$ cat src/rtl/image_stream_source_if.sv
// Bus bundle for image_stream_source.
// Carries two groups of signals:
//   - frame RAM read port: mem_rd_en, mem_addr (to RAM), mem_rd_data (from RAM,
//     valid the cycle after mem_rd_en)
//   - pixel stream to the edge pipeline: pixel_out, data_valid, frame_start,
//     line_end, frame_done
// The master modport is the pixel source. The slave modport is the RAM plus
// the stream consumer.
interface image_stream_source_if #(
  parameter int unsigned ADDR_W = 16
);
  logic              mem_rd_en;
  logic [ADDR_W-1:0] mem_addr;
  logic [7:0]        mem_rd_data;
  logic [7:0]        pixel_out;
  logic              data_valid;
  logic              frame_start;
  logic              line_end;
  logic              frame_done;

  modport master (
    output mem_rd_en, mem_addr, pixel_out, data_valid, frame_start, line_end, frame_done,
    input  mem_rd_data
  );

  modport slave (
    input  mem_rd_en, mem_addr, pixel_out, data_valid, frame_start, line_end, frame_done,
    output mem_rd_data
  );
endinterface

$ cat src/rtl/image_stream_source.sv
// Raster-scan pixel transmitter.
// On start, reads an IMG_WIDTH x IMG_HEIGHT 8-bit frame from a synchronous
// frame RAM and streams it to the edge pipeline. LINE_GAP idle cycles can be
// inserted between lines, and hold throttles the RAM reads.
//
// Ports:
//   clk   - clock, rising edge
//   rst   - synchronous active-low reset
//   start - begin a frame (sampled in idle)
//   hold  - while high, no new RAM read is issued
//   busy  - high from leaving idle through the last data_valid
//   bus   - image_stream_source_if.master (RAM read port + pixel stream)
//
// Optional build macro: SRC_CONTINUOUS_EN. When it is defined, start held
// high during drain restarts the next frame without passing through idle.
//
// Latency: mem_rd_en in cycle k gives data_valid in cycle k+2.
module image_stream_source #(
  parameter int unsigned IMG_WIDTH  = 256,
  parameter int unsigned IMG_HEIGHT = 256,
  parameter int unsigned ADDR_W     = 16,
  parameter int unsigned LINE_GAP   = 0
) (
  input  logic                 clk,
  input  logic                 rst,
  input  logic                 start,
  input  logic                 hold,
  output logic                 busy,
  image_stream_source_if.master bus
);

  localparam int unsigned ColW = $clog2(IMG_WIDTH);
  localparam int unsigned RowW = $clog2(IMG_HEIGHT);
  // The gap counter is also reused as the 2-cycle drain counter, so it needs at least 1 bit.
  localparam int unsigned GapW = (LINE_GAP > 2) ? $clog2(LINE_GAP) : 1;

  localparam logic [ColW-1:0] ColLast = ColW'(IMG_WIDTH - 1);
  localparam logic [RowW-1:0] RowLast = RowW'(IMG_HEIGHT - 1);
  localparam logic [GapW-1:0] GapLast = GapW'((LINE_GAP > 0) ? LINE_GAP - 1 : 0);

  typedef enum logic [1:0] {StIdle, StStream, StGap, StDrain} state_e;

  state_e            state_q, state_d;
  logic [ColW-1:0]   col_q, col_d;
  logic [RowW-1:0]   row_q, row_d;
  logic [ADDR_W-1:0] addr_q, addr_d;
  logic [GapW-1:0]   cnt_q, cnt_d;
  logic              rd_en, eol, last_px;

  // Tags travel alongside the RAM read so they line up with mem_rd_data.
  logic       s1_valid_q, s1_first_q, s1_eol_q, s1_last_q;
  logic [7:0] pixel_q;
  logic       valid_q, fs_q, le_q, fd_q;

  assign eol     = (col_q == ColLast);
  assign last_px = eol && (row_q == RowLast);

  always_comb begin
    state_d = state_q;
    col_d   = col_q;
    row_d   = row_q;
    addr_d  = addr_q;
    cnt_d   = cnt_q;
    rd_en   = 1'b0;
    unique case (state_q)
      StIdle: begin
        if (start) begin
          state_d = StStream;
          col_d   = '0;
          row_d   = '0;
          addr_d  = '0;
        end
      end
      StStream: begin
        if (!hold) begin
          rd_en = 1'b1;
          if (last_px) begin
            // Wrap addr so it never shows a value past the frame.
            col_d   = '0;
            row_d   = '0;
            addr_d  = '0;
            cnt_d   = '0;
            state_d = StDrain;
          end else if (eol) begin
            col_d  = '0;
            row_d  = row_q + 1'b1;
            addr_d = addr_q + 1'b1;
            cnt_d  = '0;
            if (LINE_GAP != 0) state_d = StGap;
          end else begin
            col_d  = col_q + 1'b1;
            addr_d = addr_q + 1'b1;
          end
        end
      end
      StGap: begin
        if (cnt_q == GapLast) begin
          cnt_d   = '0;
          state_d = StStream;
        end else begin
          cnt_d = cnt_q + 1'b1;
        end
      end
      StDrain: begin
        // Two cycles for the last read to pass through RAM and output stages.
        if (cnt_q == GapW'(1)) begin
          state_d = StIdle;
        end else begin
          cnt_d = cnt_q + 1'b1;
        end
`ifdef SRC_CONTINUOUS_EN
        if (start) begin
          col_d   = '0;
          row_d   = '0;
          addr_d  = '0;
          cnt_d   = '0;
          state_d = (LINE_GAP != 0) ? StGap : StStream;
        end
`endif
      end
    endcase
  end

  always_ff @(posedge clk) begin
    if (!rst) begin
      state_q <= StIdle;
      col_q   <= '0;
      row_q   <= '0;
      addr_q  <= '0;
      cnt_q   <= '0;
    end else begin
      state_q <= state_d;
      col_q   <= col_d;
      row_q   <= row_d;
      addr_q  <= addr_d;
      cnt_q   <= cnt_d;
    end
  end

  always_ff @(posedge clk) begin
    if (!rst) begin
      s1_valid_q <= 1'b0;
      s1_first_q <= 1'b0;
      s1_eol_q   <= 1'b0;
      s1_last_q  <= 1'b0;
      pixel_q    <= '0;
      valid_q    <= 1'b0;
      fs_q       <= 1'b0;
      le_q       <= 1'b0;
      fd_q       <= 1'b0;
    end else begin
      s1_valid_q <= rd_en;
      s1_first_q <= rd_en && (col_q == '0) && (row_q == '0);
      s1_eol_q   <= rd_en && eol;
      s1_last_q  <= rd_en && last_px;
      valid_q    <= s1_valid_q;
      fs_q       <= s1_first_q;
      le_q       <= s1_eol_q;
      fd_q       <= s1_last_q;
      if (s1_valid_q) pixel_q <= bus.mem_rd_data;
    end
  end

  assign bus.mem_rd_en   = rd_en;
  assign bus.mem_addr    = addr_q;
  assign bus.pixel_out   = pixel_q;
  assign bus.data_valid  = valid_q;
  assign bus.frame_start = fs_q;
  assign bus.line_end    = le_q;
  assign bus.frame_done  = fd_q;
  assign busy            = (state_q != StIdle);

endmodule

$ cat src/flat_wrapper.sv
// flat-port wrapper written by rule: the top's interface ports become plain ports
module image_stream_source_flat 
#(
  parameter int unsigned IMG_WIDTH  = 256,
  parameter int unsigned IMG_HEIGHT = 256,
  parameter int unsigned ADDR_W     = 16,
  parameter int unsigned LINE_GAP   = 0
)
  (clk, rst, start, hold, busy, bus_mem_rd_en, bus_mem_addr, bus_pixel_out, bus_data_valid, bus_frame_start, bus_line_end, bus_frame_done, bus_mem_rd_data);
  image_stream_source_if #(.ADDR_W(ADDR_W)) bus_i ();
  input  logic clk;
  input  logic rst;
  input  logic start;
  input  logic hold;
  output logic busy;
  output wire logic [$bits(bus_i.mem_rd_en)-1:0] bus_mem_rd_en;
  output wire logic [$bits(bus_i.mem_addr)-1:0] bus_mem_addr;
  output wire logic [$bits(bus_i.pixel_out)-1:0] bus_pixel_out;
  output wire logic [$bits(bus_i.data_valid)-1:0] bus_data_valid;
  output wire logic [$bits(bus_i.frame_start)-1:0] bus_frame_start;
  output wire logic [$bits(bus_i.line_end)-1:0] bus_line_end;
  output wire logic [$bits(bus_i.frame_done)-1:0] bus_frame_done;
  input wire logic [$bits(bus_i.mem_rd_data)-1:0] bus_mem_rd_data;
  assign bus_mem_rd_en = bus_i.mem_rd_en;
  assign bus_mem_addr = bus_i.mem_addr;
  assign bus_pixel_out = bus_i.pixel_out;
  assign bus_data_valid = bus_i.data_valid;
  assign bus_frame_start = bus_i.frame_start;
  assign bus_line_end = bus_i.line_end;
  assign bus_frame_done = bus_i.frame_done;
  assign bus_i.mem_rd_data = bus_mem_rd_data;
  image_stream_source #(.IMG_WIDTH(IMG_WIDTH), .IMG_HEIGHT(IMG_HEIGHT), .ADDR_W(ADDR_W), .LINE_GAP(LINE_GAP)) u_core (.clk(clk), .rst(rst), .start(start), .hold(hold), .busy(busy), .bus(bus_i));
endmodule
$ cat config.mk
export PLATFORM = sky130hd
export DESIGN_NAME = image_stream_source_flat
export DESIGN_NICKNAME = d
export VERILOG_FILES = /design/src/rtl/image_stream_source_if.sv /design/src/rtl/image_stream_source.sv /design/src/flat_wrapper.sv
export SDC_FILE = /design/constraint.sdc
export NUM_CORES = 1
export LEC_CHECK = 0
export CORE_ASPECT_RATIO = 1.25
export CORE_MARGIN = 5
export CORE_UTILIZATION = 40
export DETAILED_ROUTE_END_ITERATION = 10
export GPL_ROUTABILITY_DRIVEN = 0
export GPL_TIMING_DRIVEN = 0
export PLACE_DENSITY_LB_ADDON = 0.12
export SLEW_MARGIN = 25
export SYNTH_ARGS = -nofsm -noshare
export SYNTH_HDL_FRONTEND = slang
export SYNTH_SLANG_ARGS = --single-unit
export TNS_END_PERCENT = 50
$ cat constraint.sdc
create_clock -name clk -period 5.2 [get_ports clk]
set_input_delay 1.04 -clock clk [delete_from_list [all_inputs] [get_ports clk]]
set_output_delay 1.04 -clock clk [all_outputs]
set_load 0.03 [all_outputs]
==> results of run 1 <==
==> cell type report <==
class	count	area, sq um
repair buffers	41	410.4
well taps	66	82.58
clock buffers	5	68.82
flip-flops and latches	51	1021
plain buffers	12	75.07
multi-input cells	194	1256
inverters	13	48.80
clock inverters	3	43.79
fillers	566	2811
==> worst min-delay path by stage <==
| stage | cells past startpoint | end | from | slack (ns) |
|---|---|---|---|---|
| after floorplan | 1 | u_core.bus.frame_done | u_core.s1_last_q | 0.41 |
| after global placement | 1 | u_core.bus.frame_start | u_core.s1_first_q | 0.41 |
| after detailed placement | 1 | u_core.bus.frame_done | u_core.s1_last_q | 0.42 |
| after CTS | 1 | u_core.bus.frame_done | u_core.s1_last_q | 0.44 |
| after global routing | 1 | u_core.bus.frame_done | u_core.s1_last_q | 0.47 |
| final | 1 | u_core.bus.frame_start | u_core.s1_first_q | 0.44 |
==> cells by family (layout without fill, tap and decap cells) <==
group,after synthesis,count (layout),synth area share (%)
and+or+nand+nor,110,110,25.85
AOI/OAI and AO/OA,63,63,17.56
DFF,51,51,42.52
buffers and inverters,25,74,5.159
muxes,9,9,3.752
xor gates and xnor gates,7,7,2.553
adders and majority gates,5,5,2.606
==> cell usage after synthesis, drive strengths merged, types with 3 or more instances <==
master	number
and4	5
a31oi	4
nor4	3
or3	3
and2	6
o31ai	8
or4	8
mux2i	9
nand3b	3
o211ai	5
nor2	21
dfxtp	51
xor2	4
ha	5
xnor2	3
inv	13
nand4	6
o21ai	8
nand4b	4
nor3	5
and3	6
nand2b	3
buf	7
nand3	13
clkbuf	5
a21oi	25
nand2	19
==> power breakdown <==
part           total (mW)  internal (mW)  switching, mW
clock network       0.278          0.143          0.134
registers           0.398          0.395        0.00316
logic              0.0734         0.0296         0.0438
==> flip-flops by register name, summed over array words and instances, names as in the netlist <==
name,count
u_core.bus.mem_addr,16
u_core.col_q,8
u_core.s1_valid_q,1
u_core.row_q,8
u_core.bus.frame_start,1
u_core.s1_eol_q,1
u_core.bus.frame_done,1
u_core.cnt_q,1
u_core.s1_first_q,1
u_core.bus.line_end,1
u_core.s1_last_q,1
u_core.state_q,2
u_core.bus.data_valid,1
u_core.bus.pixel_out,8
==> worst max-delay path: cells and delay by family <==
family / cells / cell delay (ns)
AND/OR/NAND/NOR: 1 / 0.21
buffers and inverters: 3 / 1.71
==> layer usage <==
metal  vias to the layer above  wire length, microns  GRT usage (%)
li1                       1090                     -              -
met1                      1025                  2665          19.77
met2                        37                  2841          26.85
met3                         9                   172          3.717
met4                         0                   122          5.952
met5                         -                     0              0
==> per-stage QoR <==
step	setup WS, ns	total power [mW]	util, %	area [sq um]
after floorplan	2.497	0.4509	-	2401
after global placement	1.188	0.4805	49.74	2894
after detailed placement	1.210	0.4810	49.74	2894
after CTS	1.192	0.7598	51.68	3007
after global routing	1.107	0.7839	51.68	3007
final	1.192	0.7490	51.68	3007
==> impl_metrics.env, run 1 <==
export IMPL_placed_cells_incl_taps=377
export IMPL_clk_latency_ns=0.31
export IMPL_tightest_slew_ns=0.6063
export IMPL_synthArstFlopShare_pct=0
export IMPL_min_period_over_period_pct=77.09
export IMPL_die_area_sq_um=7661
export IMPL_routed_wl_microns=5801
export IMPL_syn2layout_area_growth_pct=25.22
export IMPL_die_w_microns=79.30
export IMPL_crit_path_frequent_cell="clkdlybuf4s50_1"
export IMPL_fmax_mhz=249.5
export IMPL_hold_viol=0
export IMPL_fin_cells=385
export IMPL_io_pins=42
export IMPL_ys_warn_count=0
export IMPL_grt_usage_pct=16.04
export IMPL_slew_viol_final=0
export IMPL_power_density_nw_per_um2=249.1
export IMPL_syn_avg_cell_area_sq_um=8.893
export IMPL_dp_hpwl_microns=4254
export IMPL_setup_viol=0
export IMPL_yosys_area_top_type="dfxtp_1"
export IMPL_cp_start_kind="input pin"
export IMPL_num_nets_final=335
export IMPL_root_buffer="clkbuf_8"
export IMPL_critPathCapture="bus_mem_rd_en"
export IMPL_synth_nets=287
export IMPL_vias=2161
export IMPL_cp_max_fo=10
export IMPL_final_cell_mix="dfxtp_1, clkdlybuf4s50_1, a21oi_1, nor2_1, nand2_1"
export IMPL_ys_flop_type="dfxtp_1"
export IMPL_io_buffers=41
export IMPL_slew_headroom_pct=59.58
export IMPL_clk_pin_slew_ns=0.09
export IMPL_required_ns=4.16
export IMPL_yosysSeqAreaShare_pct=42.52
export IMPL_ant_nets=0
export IMPL_max_stage_delay_ns=0.78
export IMPL_die_h_microns=96.62
export IMPL_critPathSlowestCell="clkdlybuf4s50_1"
export IMPL_r2r_end="u_core.bus.mem_addr[10]"
export IMPL_cts_repair_resized=0
export IMPL_ff2ff_path_depth=6
export IMPL_drive_gt1_share_pct=8.464
export IMPL_post_cts_setup_buffers=0
export IMPL_max_vdd_ir_drop_uv=108.2
export IMPL_period_needed_ns=4.009
export IMPL_cts_tree="done"
export IMPL_diodes=0
export IMPL_ctsHoldBuffers=0
export IMPL_ys_ff_latch=51
export IMPL_routedWlPerCell_microns=15.07
export IMPL_placementRows=31
export IMPL_viasPerCell=5.613
export IMPL_hold_ws_ns=0.4382
export IMPL_ys_types=52
export IMPL_drtIter0Drc=98
export IMPL_grt_overflow=0
export IMPL_crit_chain="clkdlybuf4s50_1, nor2_1, clkbuf_1, clkdlybuf4s50_1"
export IMPL_layout_commonest_cell="dfxtp_1"
export IMPL_clock_skew_ns=0.007497
export IMPL_netlist_top_cells_area="dfxtp_1, a21oi_1, mux2i_1"
export IMPL_antenna_found_initial=0
export IMPL_hp_class="flip-flop to flip-flop"
export IMPL_synth_cells=270
export IMPL_r2r_slack_ns=3.04
export IMPL_status="finished clean"
export IMPL_leakage_nw=1.002
export IMPL_grt_max_degree=17
export IMPL_synth_area_sq_um=2401
export IMPL_initial_core_util_pct=41.27
export IMPL_cp_data_arrival_time_ns=2.97
export IMPL_rsz0062_at_grt="false"
export IMPL_fin_tns_setup_ns=0
export IMPL_grt_first_pass_wirelength_microns=10090
export IMPL_core_area_sq_um=5818
export IMPL_ctsLongestPathBuffers=2
export IMPL_drcViolationCount=0
export IMPL_dr_pass1_iters=4
export IMPL_cp_end_kind="output port"
export IMPL_synth_top_area_share_pct=42.52
export IMPL_crit_start="hold"
export IMPL_cap_violations=0
export IMPL_grt_pass1_vias=2135
export IMPL_rr_startpoint="u_core.row_q[1]"
export IMPL_htree_num_levels=2
export IMPL_cts_made_buffers=5
export IMPL_synth_edff_count=0
export IMPL_crit_type="input pin to output port"
export IMPL_clock_sinks=51
Power figures use the tool's default switching activity.
==> run 2, diff against run 1 <==
- clock period: 5.2 -> 3.41 ns (I/O delays scaled with it)
==> results of run 2 <==
Same layout as run 1 (identical final DEF). Status: finished clean.
Among the figures that moved: setup slack after placement 1.210 ns -> 0.1360 ns; setup slack after layout 1.192 ns -> 0.1175 ns; register-to-register setup slack 3.04 ns -> 1.25 ns; total power 0.7490 mW -> 1.142 mW; worst IR drop on VDD 108.2 uV -> 165.0 uV
==> run 3, diff against run 2 <==
- CTS_CLUSTER_DIAMETER: not set -> 30
==> results of run 3 <==
Same layout as run 1 (identical final DEF). Status: finished clean.
Among the figures that moved: setup slack after placement 1.210 ns -> 0.1360 ns; setup slack after layout 1.192 ns -> 0.1175 ns; register-to-register setup slack 3.04 ns -> 1.25 ns; total power 0.7490 mW -> 1.142 mW; worst IR drop on VDD 108.2 uV -> 165.0 uV
